$ cat config.mk
export PLATFORM = sky130hd
export DESIGN_NAME = tlc_multiphase_flat
export DESIGN_NICKNAME = d
export VERILOG_FILES = /design/src/rtl/tlc_multiphase_if.sv /design/src/rtl/tlc_multiphase.sv /design/src/flat_wrapper.sv
export SDC_FILE = /design/constraint.sdc
export NUM_CORES = 1
export LEC_CHECK = 0
export BUFFER_PORTS_ARGS = -buffer_cell sky130_fd_sc_hd__buf_4
export CAP_MARGIN = 20
export CORE_ASPECT_RATIO = 0.6
export CORE_MARGIN = 2
export CORE_UTILIZATION = 37
export DETAILED_ROUTE_END_ITERATION = 16
export PLACE_DENSITY_LB_ADDON = 0.15
export SLEW_MARGIN = 20
export SYNTH_ARGS = -nofsm -noshare
export SYNTH_HDL_FRONTEND = slang
export SYNTH_SLANG_ARGS = --single-unit
$ cat constraint.sdc
create_clock -name clk -period 9.5 [get_ports clk]
set_clock_uncertainty 0.2 [all_clocks]
set_input_delay 1.9 -clock clk [delete_from_list [all_inputs] [get_ports clk]]
set_output_delay 1.9 -clock clk [all_outputs]
set_load 0.005 [all_outputs]
$ cat src/rtl/tlc_multiphase_if.sv
// Sensor/lamp bundle for tlc_multiphase.
//   car         : level request per approach
//   preempt     : emergency preemption request (level)
//   preempt_dir : approach to preempt to; out-of-range values disable preempt
//   lights      : per approach {red, yellow, green}, approach i at bits [3i+2:3i]
//   dir         : approach currently or last served
//   phase       : 0 idle, 1 green, 2 yellow, 3 all-red
// master = controller side, slave = sensor/lamp side.
interface tlc_multiphase_if #(
  parameter int unsigned N_DIR = 3,
  parameter int unsigned DW    = 2
);
  logic [N_DIR-1:0]   car;
  logic               preempt;
  logic [DW-1:0]      preempt_dir;
  logic [3*N_DIR-1:0] lights;
  logic [DW-1:0]      dir;
  logic [1:0]         phase;

  modport master (
    input  car, preempt, preempt_dir,
    output lights, dir, phase
  );

  modport slave (
    output car, preempt, preempt_dir,
    input  lights, dir, phase
  );
endinterface

$ cat src/rtl/tlc_multiphase.sv
// Multi-approach traffic-light controller: request latching, round-robin
// phase arbitration, gap-out/max-out green, yellow and all-red clearance,
// emergency preemption.
// Ports:
//   clk : rising-edge clock
//   rst : asynchronous reset, active low
//   bus : tlc_multiphase_if.master (car/preempt in, lights/dir/phase out)
module tlc_multiphase #(
  parameter int unsigned N_DIR     = 3,
  parameter int unsigned DW        = 2,
  parameter int unsigned TW        = 8,
  parameter int unsigned GREEN_MIN = 4,
  parameter int unsigned GREEN_MAX = 16,
  parameter int unsigned YELLOW    = 3,
  parameter int unsigned ALLRED    = 1
) (
  input  logic              clk,
  input  logic              rst,
  tlc_multiphase_if.master  bus
);

  localparam int unsigned LW = 3 * N_DIR;
  localparam logic [LW-1:0] ALL_RED = {N_DIR{3'b100}};

  typedef enum logic [1:0] {
    ST_IDLE   = 2'd0,
    ST_GREEN  = 2'd1,
    ST_YELLOW = 2'd2,
    ST_ALLRED = 2'd3
  } state_e;

  state_e           state_q, state_d;
  logic [DW-1:0]    dir_q, dir_d;
  logic [TW-1:0]    timer_q, timer_d;
  logic [N_DIR-1:0] pending_q, pending_d;
  logic [LW-1:0]    lights_q, lights_d;
  logic [1:0]       phase_q, phase_d;

  logic             pre_valid;
  logic [N_DIR-1:0] dir_oh;
  logic             others_pending;
  logic             car_dir;
  logic             enter_green;
  logic [DW-1:0]    rr_dir;

  // First pending approach after cur, wrapping; cur itself is tried last.
  function automatic logic [DW-1:0] rr_pick(input logic [N_DIR-1:0] req,
                                            input logic [DW-1:0]    cur);
    logic [DW-1:0] pick;
    logic          found;
    int unsigned   cand;
    pick  = cur;
    found = 1'b0;
    for (int unsigned k = 1; k <= N_DIR; k++) begin
      cand = (32'(cur) + k) % N_DIR;
      if (!found && (|(req & (N_DIR'(1) << cand)))) begin
        pick  = DW'(cand);
        found = 1'b1;
      end
    end
    return pick;
  endfunction

  // Lamp pattern for a given state and served approach.
  function automatic logic [LW-1:0] lamps(input state_e st, input logic [DW-1:0] d);
    logic [LW-1:0] l;
    logic [2:0]    lamp;
    l = '0;
    for (int unsigned i = 0; i < N_DIR; i++) begin
      lamp = 3'b100;
      if (32'(d) == i) begin
        if (st == ST_GREEN) begin
          lamp = 3'b001;
        end else if (st == ST_YELLOW) begin
          lamp = 3'b010;
        end
      end
      l = l | (LW'(lamp) << (3 * i));
    end
    return l;
  endfunction

  // Request qualifiers derived from latched state and live inputs.
  always_comb begin
    pre_valid      = bus.preempt && (32'(bus.preempt_dir) < N_DIR);
    dir_oh         = N_DIR'(1) << dir_q;
    others_pending = |(pending_q & ~dir_oh);
    car_dir        = |(bus.car & dir_oh);
    rr_dir         = rr_pick(pending_q, dir_q);
  end

  // Next-state, timer, request latch and registered output decode.
  always_comb begin
    state_d     = state_q;
    dir_d       = dir_q;
    enter_green = 1'b0;
    timer_d     = (timer_q == '1) ? timer_q : timer_q + TW'(1);

    unique case (state_q)
      ST_IDLE: begin
        if (pre_valid) begin
          state_d     = ST_GREEN;
          dir_d       = bus.preempt_dir;
          enter_green = 1'b1;
        end else if (|pending_q) begin
          state_d     = ST_GREEN;
          dir_d       = rr_dir;
          enter_green = 1'b1;
        end
      end
      ST_GREEN: begin
        if (pre_valid && (bus.preempt_dir == dir_q)) begin
          // Preempt held on the served approach freezes the green timer.
          timer_d = timer_q;
        end else if (pre_valid) begin
          state_d = ST_YELLOW;
        end else if (others_pending &&
                     (((timer_q >= TW'(GREEN_MIN - 1)) && !car_dir) ||
                      (timer_q >= TW'(GREEN_MAX - 1)))) begin
          state_d = ST_YELLOW;
        end
      end
      ST_YELLOW: begin
        if (timer_q >= TW'(YELLOW - 1)) begin
          state_d = ST_ALLRED;
        end
      end
      ST_ALLRED: begin
        if (timer_q >= TW'(ALLRED - 1)) begin
          if (pre_valid) begin
            state_d     = ST_GREEN;
            dir_d       = bus.preempt_dir;
            enter_green = 1'b1;
          end else if (|pending_q) begin
            state_d     = ST_GREEN;
            dir_d       = rr_dir;
            enter_green = 1'b1;
          end else begin
            state_d = ST_IDLE;
          end
        end
      end
      default: state_d = ST_IDLE;
    endcase

    if (state_d != state_q) begin
      timer_d = '0;
    end

    // New requests latch except on the approach being granted this edge.
    pending_d = (pending_q | bus.car) &
                ~(enter_green ? (N_DIR'(1) << dir_d) : N_DIR'(0));

    lights_d = lamps(state_d, dir_d);
    phase_d  = state_d;
  end

  always_ff @(posedge clk or negedge rst) begin
    if (!rst) begin
      state_q   <= ST_IDLE;
      dir_q     <= '0;
      timer_q   <= '0;
      pending_q <= '0;
      lights_q  <= ALL_RED;
      phase_q   <= 2'd0;
    end else begin
      state_q   <= state_d;
      dir_q     <= dir_d;
      timer_q   <= timer_d;
      pending_q <= pending_d;
      lights_q  <= lights_d;
      phase_q   <= phase_d;
    end
  end

  assign bus.lights = lights_q;
  assign bus.dir    = dir_q;
  assign bus.phase  = phase_q;

endmodule

$ cat src/flat_wrapper.sv
// flat-port wrapper written by rule: the top's interface ports become plain ports
module tlc_multiphase_flat 
#(
  parameter int unsigned N_DIR     = 3,
  parameter int unsigned DW        = 2,
  parameter int unsigned TW        = 8,
  parameter int unsigned GREEN_MIN = 4,
  parameter int unsigned GREEN_MAX = 16,
  parameter int unsigned YELLOW    = 3,
  parameter int unsigned ALLRED    = 1
)
  (clk, rst, bus_car, bus_preempt, bus_preempt_dir, bus_lights, bus_dir, bus_phase);
  tlc_multiphase_if #(.N_DIR(N_DIR), .DW(DW)) bus_i ();
  input  logic clk;
  input  logic rst;
  input wire logic [$bits(bus_i.car)-1:0] bus_car;
  input wire logic [$bits(bus_i.preempt)-1:0] bus_preempt;
  input wire logic [$bits(bus_i.preempt_dir)-1:0] bus_preempt_dir;
  output wire logic [$bits(bus_i.lights)-1:0] bus_lights;
  output wire logic [$bits(bus_i.dir)-1:0] bus_dir;
  output wire logic [$bits(bus_i.phase)-1:0] bus_phase;
  assign bus_i.car = bus_car;
  assign bus_i.preempt = bus_preempt;
  assign bus_i.preempt_dir = bus_preempt_dir;
  assign bus_lights = bus_i.lights;
  assign bus_dir = bus_i.dir;
  assign bus_phase = bus_i.phase;
  tlc_multiphase #(.N_DIR(N_DIR), .DW(DW), .TW(TW), .GREEN_MIN(GREEN_MIN), .GREEN_MAX(GREEN_MAX), .YELLOW(YELLOW), .ALLRED(ALLRED)) u_core (.clk(clk), .rst(rst), .bus(bus_i));
endmodule
# Word level (Yosys, flattened, before mapping)
# Cells that the tools add are included.
totals:
  elab_cells: 95
  input_bits: 8
  regBits: 24
op_classes:
  eq_ne: 11
  n_reduce_logical: 18
  add_sub_neg: 4
  order_cmp: 5
  n_mux: 33
  bitwise: 11
  shift: 5
  n_div: 3
ops:
  columns: ["cell", "count"]
  rows:
  - ["remainder unit 32 x 2 -> 32 bit (second input constant)", 3]
  - ["left shift 1 x 32 -> 3 bit (first input constant)", 3]
  - ["two-way mux 8 bit", 4]
  - ["two-way mux 2 bit", 14]
  - ["bitwise AND 3 bit", 6]
  - ["two-way mux 3 bit", 6]
  - ["OR reduction 3 bit", 6]
  - [">= comparator 8 x 2 -> 1 bit (second input constant)", 2]
  - ["bitwise OR 9 bit", 1]
  - ["adder 8 x 1 -> 8 bit (second input constant)", 1]
  - ["== test 2 bit (second input constant)", 4]
  - ["== test 8 bit (second input constant)", 1]
  - [">= comparator 8 x 1 -> 1 bit (second input constant)", 1]
  - [">= comparator 8 x 4 -> 1 bit (second input constant)", 1]
  - ["case mux 2 bit (4 select lines)", 1]
  - ["adder 2 x 2 -> 3 bit (second input constant)", 2]
  - ["== test 2 x 1 -> 1 bit (second input constant)", 3]
  - ["logical AND 1 bit", 6]
  - ["two-way mux 1 bit", 6]
  - ["NOT 3 bit", 2]
  - ["bitwise OR 3 x 6 -> 6 bit", 1]
  - ["left shift 1 x 2 -> 3 bit (first input constant)", 2]
  - ["logical NOT 2 bit", 2]
  - ["case mux 2 bit (2 select lines)", 1]
  - ["9 further kinds", 11]

# Longest topological paths before layout
logic_depth:
  ltp_word: 20
  depth_mapped: 12

# Least setup slack after synthesis
# No wires, ideal clock.
synth_timing:
  kind: "input port to flip-flop"
  startpoint: "input bus_car[0]"
  endpoint: "register u_core.lights_q[8], in the netlist u_core.bus.lights[8]"
  path_buffers: 0
  slack_ns: 5.602
  setup_time_ns: 0.088
  stages: 8
  t_arrival_ns: 3.610
  path_cell_list: "a222oi_1 a21oi_1 o21ai_0 o2111ai_1 a21oi_1 o21ai_0 ha_1 or3_1"
synth_between:
  elab_chain_len: 15
synth_rtl:
  columns: ["item", "line", "source"]
  rows:
  - ["from (decl)", "flat_wrapper.sv:16", "input wire logic [$bits(bus_i.car)-1:0] bus_car;"]
  - ["bitwise AND 3 bit (*)", "tlc_multiphase.sv:88", "car_dir = |(bus.car & dir_oh);"]
  - ["OR reduction 3 bit (*)", "tlc_multiphase.sv:88", null]
  - ["logical NOT 1 bit (*)", "tlc_multiphase.sv:118", "(((timer_q >= TW'(GREEN_MIN - 1)) && !car_dir) ||"]
  - ["logical AND 1 bit (*)", "tlc_multiphase.sv:118", null]
  - ["logical OR 1 bit (*)", "tlc_multiphase.sv:118", null]
  - ["logical AND 1 bit (*)", "tlc_multiphase.sv:117", "end else if (others_pending &&"]
  - ["two-way mux 2 bit (*)", "tlc_multiphase.sv:117", null]
  - ["two-way mux 2 bit (*)", "tlc_multiphase.sv:115", "end else if (pre_valid) begin"]
  - ["two-way mux 2 bit (*)", "tlc_multiphase.sv:112", "if (pre_valid && (bus.preempt_dir == dir_q)) begin"]
  - ["case mux 2 bit (4 select lines) (*)", "tlc_multiphase.sv:99", "unique case (state_q)"]
  - ["== test 2 bit", "tlc_multiphase.sv:74", "end else if (st == ST_YELLOW) begin"]
  - ["two-way mux 3 bit", "tlc_multiphase.sv:74", null]
  - ["two-way mux 3 bit (*)", "tlc_multiphase.sv:72", "if (st == ST_GREEN) begin"]
  - ["two-way mux 3 bit (*)", "tlc_multiphase.sv:71", "if (32'(d) == i) begin"]
  - ["bitwise OR 9 bit (*)", "tlc_multiphase.sv:78", "l = l | (LW'(lamp) << (3 * i));"]
  - ["net u_core.lights_d[8]", "tlc_multiphase.sv:36", "logic [LW-1:0] lights_q, lights_d;"]
  - ["to (signal assigned)", "tlc_multiphase.sv:171", "lights_q <= lights_d;"]
  - ["to (decl)", "tlc_multiphase.sv:36", null]
# Mark *: on every way through the listed nets, which the timed path passes. The rest lies on a longest branch.
# A chain may end at the register's enable or synchronous reset.

# Final worst setup path
layout_timing:
  startpoint: "input bus_car[0]"
  endpoint: "register u_core.lights_q[2], in the netlist u_core.bus.lights[2]"
layout_between:
  elab_chain_len: 16
layout_rtl:
  columns: ["item", "line"]
  rows:
  - ["bitwise AND 3 bit (*)", "tlc_multiphase.sv:88"]
  - ["OR reduction 3 bit (*)", "tlc_multiphase.sv:88"]
  - ["logical NOT 1 bit (*)", "tlc_multiphase.sv:118"]
  - ["logical AND 1 bit (*)", "tlc_multiphase.sv:118"]
  - ["logical OR 1 bit (*)", "tlc_multiphase.sv:118"]
  - ["logical AND 1 bit (*)", "tlc_multiphase.sv:117"]
  - ["two-way mux 2 bit (*)", "tlc_multiphase.sv:117"]
  - ["two-way mux 2 bit (*)", "tlc_multiphase.sv:115"]
  - ["two-way mux 2 bit (*)", "tlc_multiphase.sv:112"]
  - ["case mux 2 bit (4 select lines) (*)", "tlc_multiphase.sv:99"]
  - ["== test 2 bit", "tlc_multiphase.sv:74"]
  - ["two-way mux 3 bit", "tlc_multiphase.sv:74"]
  - ["two-way mux 3 bit (*)", "tlc_multiphase.sv:72"]
  - ["two-way mux 3 bit (*)", "tlc_multiphase.sv:71"]
  - ["bitwise OR 3 x 6 -> 6 bit (*)", "tlc_multiphase.sv:78"]
  - ["bitwise OR 9 bit (*)", "tlc_multiphase.sv:78"]
  - ["net u_core.lights_d[2]", "tlc_multiphase.sv:36"]
# Marks and branches as above.

==> results <==
- The number of antenna diodes in the final layout is 0.
- The final route contains 1563 vias.
- The largest stage delay on the critical path is approximately 0.4 ns.
- The worst setup path is launched from an input pin.
- The most instantiated flip-flop cell in the synthesis netlist is sky130_fd_sc_hd__dfrtp_1.
- The Yosys step of the flow raised 0 warnings.
- The floorplan core area is 4660 um2.
- The number of optimization iterations in the first detailed-route pass is 4.
- In this run the number of H-tree levels came out at 1.
- The global-route wire length before repair is around 7200 um.
- On the final layout, the worst hold slack is roughly 0.39 ns.
- The worst pin sits at a relative slew slack of 0.610.
- The number of buffers on the longest clock path is 2.
- The number of distinct library cells after synthesis is 60.
- The worst path in the final design needs a cycle of about 4.0 ns, including I/O delays and setup.
- The floorplan step set the die height to about 59 um.
- The growth of design area from synthesis to finish is 13.4%.
- Setup violations remaining at the end of the flow were counted as 0.
- The post-synthesis instance area is 1830 um2.
- The area of the die is 5550 um2.
- The number of filler instances in the final layout is 463.
- After detailed routing, the average wire length per cell comes to 15.2 um.
- The signal arrival time at the worst endpoint is 3.97 ns.
- Across the VDD grid, the largest voltage drop is roughly 0.12 mV.
- The number of nets still failing antenna checks after routing is 0.
- Entering global routing, the biggest net connects 25 pins.
- In the final layout, the share of cells above drive strength 1 is 0.182.
- The actual slew at the worst max-slew pin is 0.585 ns.
- Yosys attributes the largest share of cell area to sky130_fd_sc_hd__dfrtp_1, sky130_fd_sc_hd__ha_1, sky130_fd_sc_hd__dfstp_2.
- Setup repair after global routing left no endpoint under its margin.
- In this run the count of I/O pins placed on the die edge is 21.
- The tree is rooted in a sky130_fd_sc_hd__clkbuf_8.
- The synthesized netlist cell count is 205.
- The final layout net count is 242.
- The critical path is of the input pin to flop type.
- The area fraction of the dominant cell type after synthesis is 0.287.
- The total setup buffers inserted after CTS is 0.
- Along the worst path, the maximum fanout reaches 3.
- The placer's final routability congestion estimate is 0.854.
- The final global-route overflow total is 0.
- The number of max-capacitance violations reported is 0.
- The analysis attributes to cell leakage a power of 0.874 nW.
- The synthesis-stage register bit count is 24.
- The max-slew violation total from the final report is 0.
- The cts-stage hold buffer count is 0.
- A synthesized cell averages 8.94 um2.
- Buffers inserted during clock tree synthesis total 3.
- The routed wire length is 4310 um.
- The clock drives 24 sinks.
- The total power per unit cell area is between 300 and 400 nW/um2.
- Once the clock tree was built, the resizer swapped 0 gates to a different size.
- The flow ran to the end, and the final reports show no timing, DRC or antenna violations.
- The via count of the first global-routing pass is 1359.
- The largest total area in the synthesized netlist belongs to sky130_fd_sc_hd__dfrtp_1.
- The HPWL after detailed placement is approximately 3300 um.
- In the routed design, unresolved DRC markers number 0.
- The critical path goes through buf_4 -> a222oi_1 -> a21oi_1 -> o21ai_0 -> o2111ai_1 -> a21oi_1 -> o21ai_0 -> ha_1 -> or3_1.
- In the finished design, the share of the clock period the worst path needs comes to 0.417.
- Of the synthesized area, sequential elements account for 0.330.
- The endpoint required time on the critical path is 9.50 ns.
- Among all stages on the critical path, the largest delay is contributed by sky130_fd_sc_hd__a222oi_1.
- The initial standard-cell utilization of the core is 0.393.
- After clock tree synthesis, the clock-pin slew on the worst setup and hold paths is about 0.090 ns.
- For this run, the total global-route usage over all layers was measured as 0.169.
- After the first detailed-routing iteration, the DRC count stood at about 130.
- The synthesized design contains 0 enable-type register cells.
- Input and output buffers added on the ports amount to 20.
- The number of vias per cell after detailed routing is between 5 and 6.
- The worst hold-check path type is flop to flop.
- The clock tree from TritonCTS is yes.
- For the worst-skew pair, the clock arrives at the later sink with an insertion delay of 0.27 ns.
- The maximum clock frequency is around 0.25 GHz.
- The net count after synthesis is around 230.
- The share of synthesized flip-flops with an asynchronous set or reset is 1.00.
- The count of endpoints failing hold in the final timing report was 0.
- The number of antenna violations at the first check in global routing is 0.
- In this run the core area contains 19 standard-cell rows.
- The width of the die is roughly 95 um.
- The total negative slack is 0 ns.
- The worst setup path is captured at a flop.
## power breakdown
part | internal (W) | switching (W)
Combinational | 0.000187 | 0.000255
Clock | 0.0000564 | 0.0000343
Sequential | 0.000133 | 0.0000482
Total | 0.000376 | 0.000337
## logic make-up (layout without fill, tap and decap cells)
logic type | Yosys count | count (layout) | synth area share
DFF | 24 | 24 | 0.330
and+or+nand+nor | 86 | 86 | 0.273
muxes | 1 | 1 | 0.00546
buffers and inverters | 20 | 35 | 0.0526
AOI/OAI and AO/OA | 54 | 54 | 0.217
adders and majority gates | 13 | 13 | 0.0888
xor gates and xnor gates | 7 | 7 | 0.0335
## cells in the mapped netlist (all sizes together), types with 3 or more instances
library cell	n
buf	8
o211ai	4
nand4	4
nand2	15
and4	3
o22ai	3
nand2b	5
nor4b	4
dfstp	3
nor3b	6
nor3	5
dfrtp	21
nor2b	4
ha	13
or3	4
o21a	3
a21oi	12
or2	3
nor2	21
inv	11
xor2	4
o21ai	9
xnor2	3
a31oi	3
## final timing paths
check	from	endpoint	slack, ns	cells after the start
max	bus_car[0]	u_core.bus.lights[2]	5.53	9
min	u_core.timer_q[5]	u_core.timer_q[5]	0.39	2
max reg2reg	u_core.bus.dir[1]	u_core.bus.lights[2]	6.11	10
min reg2reg	u_core.timer_q[5]	u_core.timer_q[5]	0.39	2
max in group asynchronous	rst	u_core.bus.lights[2]	7.50	1
min in group asynchronous	rst	u_core.timer_q[6]	1.30	1
## cell type report
cell class | count | area, um2 | share of cell area
clock buffer | 3 | 41.3 | 0.0199
clock inverter | 1 | 30.0 | 0.0145
inverter | 11 | 41.3 | 0.0199
multi-input combinational | 161 | 1130 | 0.545
sequential | 24 | 604 | 0.291
tap | 63 | 78.8 | 0.0380
timing repair buffer | 20 | 150 | 0.0723
## layout by cell type (no fill, tap or decap), drive strengths merged, types with 4 or more instances in the layout
master  instances
o211ai          4
buf            20
ha             13
nor3b           6
xor2            4
o21ai           9
a21oi          12
nand2          15
nor3            5
or3             4
inv            11
dfrtp          21
nor2           21
nand2b          5
nand4           4
nor2b           4
nor4b           4
## worst max-delay path, delay by kind of cell
family | cells | cell delay, ns
adder cells (fa/ha/maj) | 1 | 0.32
AND/OR/NAND/NOR | 1 | 0.37
buffers and inverters | 1 | 0.12
AO/OA/AOI/OAI | 6 | 1.26
## metal layers
metal / track usage / up-vias / wire, um
met5: 0 / - / 0
met4: 0.0497 / 0 / 47
met3: 0.0512 / 5 / 334
met2: 0.182 / 60 / 1450
met1: 0.293 / 718 / 2480
li1: - / 780 / -
## metrics by stage
step	total power (W)	area [um2]	std cells	utilization	worst slack, ns
3_5_place_dp	0.000618	2010	279	0.430	5.26
6_report	0.000713	2080	283	0.446	5.53
4_1_cts	0.000711	2080	283	0.446	5.56
5_1_grt	0.000779	2080	283	0.446	5.43
3_3_place_gp	0.000627	2010	279	0.430	5.31
2_1_floorplan	0.000513	1830	205	-	5.60
## state kept, by name (all words and copies together), names as in the netlist
| signal | cells |
|---|---|
| u_core.state_q | 2 |
| u_core.pending_q | 3 |
| u_core.bus.dir | 2 |
| u_core.bus.lights | 9 |
| u_core.timer_q | 8 |
(Power assumes the default switching activity.)
